## src/rtl/wash_cycle_timer.sv

```systemverilog
// Washer/dryer cycle sequencer: steps FILL..DRY, counts each phase down in BCD M:SS
// and drives VALVE/MOTOR/HEATER. All outputs are registered from next-state values.
module wash_cycle_timer #(
   parameter int          TICKS_PER_SEC = 100000000,
   parameter logic [11:0] FILL_TIME     = 12'h030,
   parameter logic [11:0] WASH_TIME     = 12'h500,
   parameter logic [11:0] RINSE_TIME    = 12'h200,
   parameter logic [11:0] SPIN_TIME     = 12'h130,
   parameter logic [11:0] DRY_TIME      = 12'h900
) (
   input  logic        CLK100MHZ,
   input  logic        CPU_RESETN,
   input  logic        START,
   input  logic        STOP,
   input  logic        PAUSE,
   input  logic        DRY_EN,
   output logic [12:0] VALUE,
   output logic [2:0]  PHASE,
   output logic        VALVE,
   output logic        MOTOR,
   output logic        HEATER,
   output logic        DONE
);

   typedef enum logic [2:0] {
      S_IDLE  = 3'd0,
      S_FILL  = 3'd1,
      S_WASH  = 3'd2,
      S_RINSE = 3'd3,
      S_SPIN  = 3'd4,
      S_DRY   = 3'd5,
      S_DONE  = 3'd6
   } state_t;

   localparam int PW = (TICKS_PER_SEC > 1) ? $clog2(TICKS_PER_SEC) : 1;
   localparam logic [PW-1:0] PRESC_MAX = PW'(TICKS_PER_SEC - 1);

   state_t        state, state_n;
   logic [11:0]   remaining, remaining_n;
   logic [PW-1:0] presc, presc_n;
   logic          paused, paused_n;
   logic          dry_sel, dry_sel_n;
   logic          active, counting, sec_tick;
   logic          active_n, run_n;

   // BCD decrement of M:S1S0; never called on 0:00 or 0:01
   function automatic logic [11:0] bcd_dec(input logic [11:0] t);
      logic [3:0] m, s1, s0;
      m  = t[11:8];
      s1 = t[7:4];
      s0 = t[3:0];
      if (s0 != 4'd0) begin
         s0 = s0 - 4'd1;
      end else begin
         s0 = 4'd9;
         if (s1 != 4'd0) begin
            s1 = s1 - 4'd1;
         end else begin
            s1 = 4'd5;
            m  = m - 4'd1;
         end
      end
      return {m, s1, s0};
   endfunction

   function automatic state_t next_phase(input state_t s, input logic dry);
      case (s)
         S_FILL:  return S_WASH;
         S_WASH:  return S_RINSE;
         S_RINSE: return S_SPIN;
         S_SPIN:  return dry ? S_DRY : S_DONE;
         default: return S_DONE;
      endcase
   endfunction

   function automatic logic [11:0] phase_time(input state_t s);
      case (s)
         S_FILL:  return FILL_TIME;
         S_WASH:  return WASH_TIME;
         S_RINSE: return RINSE_TIME;
         S_SPIN:  return SPIN_TIME;
         S_DRY:   return DRY_TIME;
         default: return 12'h000;
      endcase
   endfunction

   always_comb begin
      active      = (state != S_IDLE) && (state != S_DONE);
      counting    = active && !paused;
      sec_tick    = counting && (presc == PRESC_MAX);
      state_n     = state;
      remaining_n = remaining;
      presc_n     = presc;
      paused_n    = paused;
      dry_sel_n   = dry_sel;
      if (STOP) begin
         state_n     = S_IDLE;
         remaining_n = 12'h000;
         presc_n     = '0;
         paused_n    = 1'b0;
      end else if (START && !active) begin
         state_n     = S_FILL;
         remaining_n = FILL_TIME;
         presc_n     = '0;
         paused_n    = 1'b0;
         dry_sel_n   = DRY_EN;
      end else begin
         if (counting)
            presc_n = sec_tick ? '0 : presc + PW'(1);
         // The last second of a phase rolls straight into the next phase's duration
         if (sec_tick) begin
            if (remaining == 12'h001) begin
               state_n     = next_phase(state, dry_sel);
               remaining_n = phase_time(next_phase(state, dry_sel));
            end else begin
               remaining_n = bcd_dec(remaining);
            end
         end
         if (PAUSE && active)
            paused_n = !paused;
      end
      active_n = (state_n != S_IDLE) && (state_n != S_DONE);
      run_n    = active_n && !paused_n;
   end

   always_ff @(posedge CLK100MHZ or negedge CPU_RESETN) begin
      if (!CPU_RESETN) begin
         state     <= S_IDLE;
         remaining <= 12'h000;
         presc     <= '0;
         paused    <= 1'b0;
         dry_sel   <= 1'b0;
         VALUE     <= 13'h0000;
         PHASE     <= 3'd0;
         VALVE     <= 1'b0;
         MOTOR     <= 1'b0;
         HEATER    <= 1'b0;
         DONE      <= 1'b0;
      end else begin
         state     <= state_n;
         remaining <= remaining_n;
         presc     <= presc_n;
         paused    <= paused_n;
         dry_sel   <= dry_sel_n;
         VALUE     <= {run_n, remaining_n};
         PHASE     <= state_n;
         VALVE     <= run_n && (state_n == S_FILL || state_n == S_RINSE);
         MOTOR     <= run_n && (state_n == S_WASH || state_n == S_RINSE ||
                                state_n == S_SPIN || state_n == S_DRY);
         HEATER    <= run_n && (state_n == S_DRY);
         DONE      <= (state_n == S_DONE);
      end
   end

endmodule

```

## config.mk

```make
export PLATFORM = sky130hd
export DESIGN_NAME = wash_cycle_timer
export DESIGN_NICKNAME = d
export VERILOG_FILES = /design/src/rtl/wash_cycle_timer.sv
export SDC_FILE = /design/constraint.sdc
export NUM_CORES = 1
export LEC_CHECK = 0
export CAP_MARGIN = 30
export CORE_UTILIZATION = 51
export CTS_CLUSTER_DIAMETER = 150
export DETAILED_ROUTE_END_ITERATION = 8
export HOLD_SLACK_MARGIN = 0.15
export PLACE_DENSITY = 0.72
export SLEW_MARGIN = 20
export SYNTH_ARGS = -nofsm -noshare
export SYNTH_HDL_FRONTEND = slang
export SYNTH_SLANG_ARGS = --single-unit
```

## constraint.sdc

```tcl
create_clock -name CLK100MHZ -period 3.1 [get_ports CLK100MHZ]
set_input_delay 0.465 -clock CLK100MHZ [delete_from_list [all_inputs] [get_ports CLK100MHZ]]
set_output_delay 0.465 -clock CLK100MHZ [all_outputs]
set_load 0.05 [all_outputs]
```

# After elaboration in Yosys (flattened, before gate mapping)
# Index checks and enable logic that the tools add are counted.
# totals
word_cells	84
register_bits	61
# classes
reduce_logical	23
n_addsub	4
mux	27
n_eq_ne	19
bitwise_logic	1
# op_table
operator	count
two-way mux 27 bit	4
one-hot mux 12 bit (5 select lines)	1
two-way mux 12 bit	4
adder 27 x 1 -> 27 bit (second input constant)	1
== test 27 bit (second input constant)	1
two-way mux 3 bit	8
two-way mux 4 bit	5
== test 3 x 2 -> 1 bit (second input constant)	6
== test 3 bit (second input constant)	6
== test 12 x 1 -> 1 bit (second input constant)	1
one-hot mux 3 bit (4 select lines)	1
subtractor 4 x 1 -> 4 bit (second input constant)	3
logical AND 1 bit	10
== test 3 x 1 -> 1 bit (second input constant)	3
nonzero test 3 bit	3
nonzero test 4 bit	2
!= test 3 bit (second input constant)	2
logical OR 1 bit	4
zero test 1 bit	3
two-way mux 1 bit	3
two-way mux 2 bit	1
AND reduction 2 bit	1
inverter 1 bit	1

# Logic depth before layout (Yosys ltp)
# logic_depth
depth_word	13
depth_mapped	8
mapped_depth_nobuf	8

# Worst setup path after synthesis
# OpenSTA, ideal clock, no wires.
# synth_timing
path_type	reg2reg
startpoint	reg remaining[8]
endpoint	reg HEATER
arrival_ps	2478
setup_time_ps	88
slack_ps	534
period_less_slack_ps	2566
path_buffers	0
stages_incl_launch_ff	9
path_cell_list	dfrtp_1 inv_1 ha_1 nor4bb_1 nand3_1 nor3_1 mux2i_1 a311o_1 nor3b_1
# synth_between
elab_chain_len	9
# synth_lines
item	line_no	source
start: declaration	39	logic [11:0] remaining, remaining_n;
start signal: assignment	141	remaining <= remaining_n;
== test 12 x 1 -> 1 bit (*)	112	if (remaining == 12'h001) begin
two-way mux 3 bit (*)	112	
two-way mux 3 bit (*)	111	if (sec_tick) begin
two-way mux 3 bit (*)	101	end else if (START && !active) begin
two-way mux 3 bit (*)	96	if (STOP) begin
!= test 3 bit / nonzero test 3 bit (equally long branches)	122	active_n = (state_n != S_IDLE) && (state_n != S_DONE);
logical AND 1 bit	122	
logical AND 1 bit	123	run_n = active_n && !paused_n;
logical AND 1 bit (*)	150	HEATER <= run_n && (state_n == S_DRY);
end signal: assignment	150	
end: declaration	21	output logic HEATER,
# Mark *: on every way between the ends. The rest lies on a longest branch, timed or not.
# A chain may end at the register's enable or synchronous reset.

# Worst setup path in the final report
# layout_timing
startpoint	reg state[1]
endpoint	reg remaining[1]
# layout_between
elab_chain_len	7
# layout_lines
item	line_no	source
start: declaration	38	state_t state, state_n;
start signal: assignment	140	state <= state_n;
!= test 3 bit / nonzero test 3 bit (equally long branches)	88	active = (state != S_IDLE) && (state != S_DONE);
logical AND 1 bit (*)	88	
logical AND 1 bit	89	counting = active && !paused;
logical AND 1 bit	90	sec_tick = counting && (presc == PRESC_MAX);
two-way mux 12 bit	111	
two-way mux 12 bit (*)	101	
two-way mux 12 bit (*)	96	
# Marked as above.

==> results.yml <==
die:
  die_y_um: 76.1
  dieArea_um2: 5790
  io_pins: 26
  die_w_um: 76.1
  core-area_um2: 5200
  row_count: 26
  initial_utilization_pct: 53.7
worst_hold_path:
  min_path_cells: 1
  hp-class: "reg -> reg"
clock_network:
  htree_levels: 2
  cts.repair.resized: 0
  cts_hold_buffers: 1
  cts_made_buffers: 5
  cts.sink_count: 49
  cts-root-buf: "clkbuf_8"
  clk_latency_ps: 310
  clk_pin_slew_ps: 90
  cts_tree: "built"
  post-cts-setup-buffers: 0
  cts_buffer_depth: 2
cells_and_area:
  fillCellCount: 449
  diodes: 0
  drive_gt1_share_pct: 7.62
  design_area_um2: 3280
  nets: 351
  area_growth_pct: 17.1
logic_synthesis:
  synth_edf_count: 0
  ys_warn_count: 0
  synth.avg_cell_area_um2: 8.97
  syn_nets: 323
  seq_area_frac_synth_pct: 43.8
  synth_area_um2: 2800
  ys_ff_latch: 49
  syn_inst: 312
  synthFlopType: "dfrtp_1"
  synth.distinct_cells: 48
  ys_async_sr_fraction_pct: 100
worst_setup_path:
  criticalPathCategory: "reg -> reg"
  worst-r2r-setup-slack_ps: 560
  endpoint: "remaining[1]$_DFFE_PN0P_"
  cp_slowest_cell: "or4_1"
  r2r-start: "state[1]$_DFF_PN0_"
  cp-start-kind: "register"
  cp-end-kind: "register"
  path_cells: "xnor2_2, a21o_1, or4_1, or4_1, a21oi_1"
  path_max_fanout: 10
  required_ps: 3330
  r2r_end: "remaining[1]$_DFFE_PN0P_"
  cp-startpoint: "state[1]$_DFF_PN0_"
  cp_slowest_stage_delay_ps: 690
  worstPathArrival_ps: 2770
  rr_worst_depth: 5
  crit_top_cell: "or4_1"
global_routing:
  antenna_found_initial: 0
  grt_pass1_vias: 2307
  grt.overflow.total: 0
  grt_max_degree: 32
  grt_use_total_pct: 23.3
  grt_first_pass_wirelength_um: 10700
timing:
  finClkSkew_ps: 12.5
  hold_violations: 0
  fin_crit_sh_pct: 82.0
  worst_slew_pin_slew_ps: 556
  final.setup.tns_ps: 0
  setup_viol: 0
  slew_violations: 0
  period_minus_slack_ps: 2540
  whs_ps: 527
  timing.slew.headroom_pct: 62.9
  fmax_mhz: 394
  grt_setup_unrepaired: "no"
run:
  maxCapViolCount: 0
placement:
  dpl.hpwl_um: 4440
  portBuffers: 25
  routabilityCongestion: 0.844
  place_area_um2: 3150
route:
  ant_nets: 0
  wire_per_inst_um: 15.3
  vias: 2354
  first_pass_iters: 4
  drt_iter0_markers: 101
  via_per_inst: 5.73
  drc: 0
  routed_wl_um: 6280
power:
  ir_drop_mv: 0.281
  p_leak_nw: 1.32
  power.density_nw_per_um2: 391
outcome:
  status: "finished, final reports clean"
[layout by cell type, fill, tap and decap left out, types with 2 or more instances in the layout]
master,count
a21oi_1,18
nor4b_1,3
buf_4,9
o211ai_1,2
nand3_1,15
nor4bb_1,2
nor4_1,6
o21ai_0,9
clkbuf_8,6
ha_1,5
nor3_1,10
or3_1,4
dfrtp_1,49
and3_1,3
xnor2_1,14
nand2b_1,3
nand2_1,28
nor2_1,45
o21a_1,2
nor3b_1,5
and4b_1,2
and4_1,3
inv_1,9
and2_1,3
mux2i_1,5
nor2b_1,3
nand4_1,15
or4_1,2
a21o_1,2
xor2_1,11
a31o_2,2
clkdlybuf4s50_1,24
mux2_2,2
o22ai_1,2
[Yosys cell counts, types with 4 or more instances]
library cell	count	area (um^2)
nor3b_1	5	37.5
xnor2_1	14	123
clkbuf_1	9	33.8
ha_1	5	62.6
dfrtp_1	49	1230
o21ai_0	9	45.0
xor2_1	11	96.3
nand4_1	15	93.8
mux2i_1	5	50.1
nand2_1	28	105
buf_2	4	20.0
or3_1	4	25.0
inv_1	9	33.8
nand3_1	15	75.1
nor3_1	10	50.1
a21oi_1	18	90.1
nor2_1	45	169
nor4_1	6	37.5
[how the worst min path moves through the flow]
stage | startpoint | endpoint | slack, ps
2_1_floorplan | CPU_RESETN | DONE$_DFF_PN0_ | 170
3_3_place_gp | presc[26]$_DFFE_PN0P_ | presc[26]$_DFFE_PN0P_ | 500
3_5_place_dp | CPU_RESETN | state[1]$_DFF_PN0_ | 430
4_1_cts | dry_sel$_DFFE_PN0P_ | dry_sel$_DFFE_PN0P_ | 530
5_1_grt | dry_sel$_DFFE_PN0P_ | dry_sel$_DFFE_PN0P_ | 560
6_report | dry_sel$_DFFE_PN0P_ | dry_sel$_DFFE_PN0P_ | 530
[metal layers]
| metal | wire (um) | up-vias | GRT usage (%) |
|---|---|---|---|
| met1 | 2910 | 1129 | 29.7 |
| met5 | 0 | - | 0 |
| met3 | 196 | 14 | 3.35 |
| met4 | 131 | 0 | 10.2 |
| met2 | 3040 | 53 | 39.6 |
| li1 | - | 1158 | - |
[cell type report]
cell class	count	area (um^2)	area share, %
clock inverter	2	37.5	1.15
timing repair buffer	36	343	10.5
inverter	10	37.5	1.15
multi-input combinational	238	1460	44.6
tap	70	87.6	2.67
clock buffer	6	82.6	2.52
sequential	49	1230	37.4
[power by group]
group	internal [mW]	switching [mW]	leakage [nW]
combinational	0.0498	0.0957	0.591
sequential	0.650	0.0104	0.675
clock	0.262	0.212	0.0574
total	0.962	0.318	1.32
[critical path: cells and delay by family, from the launching register on]
family                    cells  cell delay [ps]
and+or+nand+nor               2             1200
DFF                           1              640
xor gates and xnor gates      1              170
AOI/OAI and AO/OA             2              450
[metrics by stage]
| step | power (mW) | worst slack (ps) | std cells | utilization, % |
|---|---|---|---|---|
| floorplan | 0.761 | 534 | 312 | - |
| global placement | 0.813 | 584 | 400 | 59.9 |
| detailed placement | 0.818 | 611 | 402 | 60.4 |
| CTS | 1.30 | 576 | 411 | 62.9 |
| global route | 1.34 | 380 | 411 | 62.9 |
| finish | 1.28 | 559 | 411 | 62.9 |
[flip-flops by register name (all words and copies together), names as in the netlist]
signal	count
state	3
paused	1
presc	27
VALUE	2
dry_sel	1
remaining	11
HEATER	1
VALVE	1
DONE	1
MOTOR	1
[kinds of logic after synthesis]
kind of cell | Yosys count | share of synthesized area [%]
simple gates | 155 | 29.1
flops | 49 | 43.8
compound gates | 45 | 9.93
xor+xnor | 26 | 8.41
buf+inv | 25 | 3.94
mux | 7 | 2.59
fa+ha+maj | 5 | 2.24
Note: power is estimated with default switching activity, not from simulation.
